===== config.mk =====
export PLATFORM = sky130hd
export DESIGN_NAME = mux_scan_ctrl
export DESIGN_NICKNAME = d
export VERILOG_FILES = /design/src/rtl/mux_scan_pkg.sv /design/src/rtl/mux_scan_ctrl_next_ch_find.sv /design/src/rtl/mux_scan_ctrl.sv
export SDC_FILE = /design/constraint.sdc
export NUM_CORES = 1
export LEC_CHECK = 0
export CAP_MARGIN = 40
export CORE_ASPECT_RATIO = 1.75
export CORE_UTILIZATION = 48
export DETAILED_ROUTE_END_ITERATION = 8
export HOLD_SLACK_MARGIN = 0.06
export PLACE_DENSITY = 0.74
export SLEW_MARGIN = 10
export SYNTH_ARGS = -nofsm -noshare
export SYNTH_HDL_FRONTEND = slang
export SYNTH_SLANG_ARGS = --single-unit

===== constraint.sdc =====
create_clock -name clk -period 2 [get_ports clk]
set_input_delay 0.3 -clock clk [delete_from_list [all_inputs] [get_ports clk]]
set_output_delay 0.3 -clock clk [all_outputs]
set_load 0.05 [all_outputs]

===== src/rtl/mux_scan_pkg.sv =====
// Shared constants and state encoding for the 4:1 selector scan sequencer.
package mux_scan_pkg;

   localparam int unsigned NUM_CH     = 4;
   localparam int unsigned SEL_W      = 2;
   localparam int unsigned CNT_W      = 4;
   localparam int unsigned SETTLE_MAX = 15;

   typedef logic [1:0] state_t;

   localparam state_t IDLE = 2'd0;
   localparam state_t HOLD = 2'd1;
   localparam state_t DONE = 2'd2;

endpackage


===== src/rtl/mux_scan_ctrl_next_ch_find.sv =====
// Finds the next enabled channel above cur, or the lowest enabled one when first is set.
module next_ch_find
   import mux_scan_pkg::*;
(
   input  logic [NUM_CH-1:0] mask,
   input  logic [SEL_W-1:0]  cur,
   input  logic              first,
   output logic [SEL_W-1:0]  next_c,
   output logic              found_c
);

   // Descending walk so the lowest qualifying channel is the last one written.
   always_comb begin
      next_c  = '0;
      found_c = 1'b0;
      for (int i = NUM_CH - 1; i >= 0; i--) begin
         if (mask[i] && (first || (SEL_W'(i) > cur))) begin
            next_c  = SEL_W'(i);
            found_c = 1'b1;
         end
      end
   end

endmodule


===== src/rtl/mux_scan_ctrl.sv =====
// Steps the 4:1 selector through its enabled channels, settles, captures y and
// reports the four captured bits as one word with a single-cycle valid pulse.
module mux_scan_ctrl
   import mux_scan_pkg::*;
#(
   parameter int unsigned SETTLE = 1
) (
   input  logic              clk,
   input  logic              rst,
   input  logic              start,
   input  logic              cont,
   input  logic [NUM_CH-1:0] en_mask,
   input  logic              y,
   output logic              s0,
   output logic              s1,
   output logic [NUM_CH-1:0] sample,
   output logic              valid,
   output logic              busy
);

   localparam logic [CNT_W-1:0] SETTLE_LD = CNT_W'(SETTLE);

   state_t            state, state_n;
   logic [SEL_W-1:0]  sel, sel_n;
   logic [CNT_W-1:0]  cnt, cnt_n;
   logic [NUM_CH-1:0] mask, mask_n;
   logic [NUM_CH-1:0] shadow, shadow_n;
   logic [NUM_CH-1:0] sample_n;
   logic              valid_n, busy_n;

   logic [NUM_CH-1:0] find_mask;
   logic              find_first;
   logic [SEL_W-1:0]  find_ch;
   logic              find_ok;

   // IDLE searches the live mask; DONE restarts from the latched mask.
   assign find_mask  = (state == IDLE) ? en_mask : mask;
   assign find_first = (state != HOLD);

   next_ch_find u_find (
      .mask    (find_mask),
      .cur     (sel),
      .first   (find_first),
      .next_c  (find_ch),
      .found_c (find_ok)
   );

   assign s0 = sel[1];
   assign s1 = sel[0];

   always_ff @(posedge clk) begin
      if (rst) begin
         state  <= IDLE;
         sel    <= '0;
         cnt    <= '0;
         mask   <= '0;
         shadow <= '0;
         sample <= '0;
         valid  <= 1'b0;
         busy   <= 1'b0;
      end else begin
         state  <= state_n;
         sel    <= sel_n;
         cnt    <= cnt_n;
         mask   <= mask_n;
         shadow <= shadow_n;
         sample <= sample_n;
         valid  <= valid_n;
         busy   <= busy_n;
      end
   end

   always_comb begin
      state_n  = state;
      sel_n    = sel;
      cnt_n    = cnt;
      mask_n   = mask;
      shadow_n = shadow;
      sample_n = sample;
      valid_n  = 1'b0;
      busy_n   = busy;

      case (state)
         IDLE: begin
            sel_n  = '0;
            busy_n = 1'b0;
            if (start) begin
               mask_n   = en_mask;
               shadow_n = '0;
               busy_n   = 1'b1;
               if (find_ok) begin
                  state_n = HOLD;
                  sel_n   = find_ch;
                  cnt_n   = SETTLE_LD;
               end else begin
                  state_n = DONE;
               end
            end
         end

         HOLD: begin
            busy_n = 1'b1;
            if (cnt != '0) begin
               cnt_n = cnt - 1'b1;
            end else begin
               shadow_n[sel] = y;
               if (find_ok) begin
                  sel_n = find_ch;
                  cnt_n = SETTLE_LD;
               end else begin
                  state_n = DONE;
               end
            end
         end

         DONE: begin
            sample_n = shadow;
            valid_n  = 1'b1;
            busy_n   = 1'b0;
            if (cont) begin
               shadow_n = '0;
               if (find_ok) begin
                  state_n = HOLD;
                  sel_n   = find_ch;
                  cnt_n   = SETTLE_LD;
               end else begin
                  state_n = DONE;
               end
            end else begin
               state_n = IDLE;
               sel_n   = '0;
            end
         end

         default: begin
            state_n = IDLE;
            sel_n   = '0;
         end
      endcase
   end

endmodule


==> summary.txt <==
Yosys cell types - 40
vias - 1140
total track usage - 23.9%
synth warn - 0
type of the worst setup path - reg2out
Crit Path Max Fanout - 9
Initial Utilization - 52.1%
Gate power share - 54.8%
Critical Path Source Type - flop
max_cap viols - 0
HPWL after detailed placement - 2.16 mm
Die W - 40.2 um
Layout area overhead - 27.0%
antenna cells - 0
biggest area consumer among synthesized cells - dfxtp_1
Cell Rows - 23
DR iter-0 viols - 36
area of the die - 2770 um2
post-synthesis sequential area ratio - 35.8%
Yosys top cell area share - 35.8%
drt drc - 0
crit path DAT - 1.64 ns
Pwr Total - 2.23 mW
I/O pin cnt - 17
Clk Latency, worst-skew pair - 0.27 ns
Final Cycle Share - 96.9%
top cells by area, synth - dfxtp_1 36%, a21oi_1 8.1%, ha_1 6.1%, mux2i_1 4.9%, nand3_1 3.7%
clock power share - 19.1%
Psw - 904 uW
Main synth FF type - dfxtp_1
hold buffers post-CTS - 0
Die Y - 68.9 um
syn_area_per_cell - 8.65 um2
CP Capture Type - output pin
Internal - 1.33 mW
first-pass GRT wire length - 4.55 mm
vias per cell - 5.97
CP top delay family - buffers and inverters
skew final - 0.00373 ns
Syn Inst Count - 142
clk root buf - clkbuf_8
fmax - 0.516 GHz
Filler Cell Count - 215
synthesized area - 1230 um2
Final nets - 182
CTS sink cnt - 22
measured slew at the worst slew-check pin - 0.493 ns
layout cells sized above 1 - 18.1%
Clock Tree Buf Depth - 2
Seq cells post-synth - 22
CTS tree - done
Clock H-tree levels - 1
router iterations before antenna repair - 4
slowest stage cell, crit path - clkdlybuf4s50_1
GPL Wtd Cong - 0.865
Slew Limit Fails - 0
IO Port Bufs - 16
Syn Nets - 157
Clock transition at path regs - 0.08 ns
switching share of total power - 40.5%
Crit path buffers/inverters - 1
postcts setup bufs - 0
vias in the first global route - 1126
Core Box Area - 2360 um2
CTS buffer count - 3
sequential group share of total power - 26.2%
Critical Path RT - 1.70 ns
per-cell routed wire length - 15.5 um
worst path cell trace - clkdlybuf4s50_1
maximum vdd drop - 0.837 mV
outcome - completed
minimum clock period - 1.94 ns
Final Hold Viols - 0
Worst Hold Slack - 0.465 ns
P_leak - 0.584 nW
Power Density - 1430 nW/um2
Post-Route WL - 2.96 mm
CP max stage delay - 0.86 ns
Remaining Overflow, GRT - 0
ys async rst share - 0%
Post-synth EDFFs - 0
largest net degree at the start of global routing - 26
worst hold-check path type - reg2reg
Final ANT Viol Nets - 0
Final setup viols - 0
initial antenna violation count - 0
Slew HR - 67.0%
## worst register-to-register path: cells and delay by family, from the launching register on
family | cells | cell delay (ns)
buffers and inverters | 1 | 0.12
muxes | 1 | 0.37
adders and majority gates | 1 | 0.21
AOI/OAI and AO/OA | 3 | 0.74
and+or+nand+nor | 1 | 0.06
DFF | 1 | 0.34
## power groups by stage
stage	Sequential (mW)	Combinational [mW]	Clock (mW)
finish	0.584	1.22	0.425
global route	0.593	1.31	0.434
detailed placement	0.591	1.15	0
floorplan	0.658	0.774	0
CTS	0.580	1.18	0.430
global placement	0.587	1.12	0
## kinds of logic after synthesis
kind of cell	Yosys count	synth area share [%]
compound gates	43	24.6
fa+ha+maj	6	6.11
buf+inv	15	5.40
flops	22	35.8
mux	9	8.15
simple gates	47	19.9
## per-stage QoR
stage | worst slack, ns | cell area, um2 | setup TNS, ns | util (%) | cells
after detailed placement | -0.0537 | 1460 | -0.110 | 62.0 | 187
final | 0.0616 | 1560 | 0 | 66.1 | 191
after CTS | 0.0437 | 1540 | 0 | 65.4 | 191
after global placement | 0.0518 | 1460 | 0 | 62.0 | 187
after floorplan | 0.105 | 1230 | 0 | - | 142
after global routing | -0.0137 | 1560 | -0.0196 | 66.1 | 191
## state kept, by name, indices dropped and copies added (netlist names)
name,flops
shadow,4
valid,1
state,2
busy,1
mask,4
sample,4
sel,2
cnt,4
## layer usage
layer / wire length [um] / track usage (%) / up-vias / part of all wire, %
li1: - / - / 558 / -
met1: 1090 / 22.8 / 543 / 37
met2: 1700 / 45.6 / 32 / 57
met3: 77 / 2.24 / 7 / 2.6
met4: 90 / 13.8 / 0 / 3.0
met5: 0 / 0 / - / 0
## worst paths after layout
path | end | slack, ns | start | depth (start not counted)
worst max register to register | sel[0] | 0.09 | state[0] | 7
worst min register to register | mask[1] | 0.47 | mask[1] | 2
worst max-delay path | s1 | 0.06 | sel[0] | 1
worst min-delay path | mask[1] | 0.47 | mask[1] | 2
## area by class of cell
class	instances	area, um2	share of cell area [%]
well taps	25	31.3	2.00
clock buffers	3	41.3	2.65
multi-input cells	105	747	47.9
repair buffers	27	240	15.4
flip-flops and latches	22	440	28.2
clock inverters	1	30.0	1.92
inverters	8	30.0	1.92
## cell usage in the layout (no fill, tap or decap), drive strengths merged
cell           instances
and3                   1
o2111ai                1
o211ai                 1
o32ai                  1
buf                   12
clkbuf                 3
nor2b                  3
nor3                   3
nand3b                 1
o31ai                  1
o22ai                  1
nand2                 13
ha                     6
dfxtp                 22
bufinv                 1
o21ai                  5
nand3                  9
mux2                   2
nand2b                 3
o2bb2a                 1
o21a                   1
or3                    1
o41ai                  1
a21o                   1
a21oi                 20
clkdlybuf4s50         15
a2bb2oi                1
o31a                   1
nor2                  12
a32oi                  1
a211oi                 1
inv                    8
a31oi                  3
a311oi                 2
nand4bb                1
mux2i                  7
## cell usage after synthesis (all sizes together) (4+ instances only)
cell    number
nand2       13
ha           6
o21ai        5
nand3        9
a21oi       20
nor2        12
dfxtp       22
mux2i        7
inv          8
clkbuf       4
## repair_timing
item,4_1_cts,5_1_grt
resized for setup,2,3
cloned,0,0
pin swaps,0,0
endpoints found under the setup margin,3,8
Note: power is estimated with default switching activity, not from simulation.
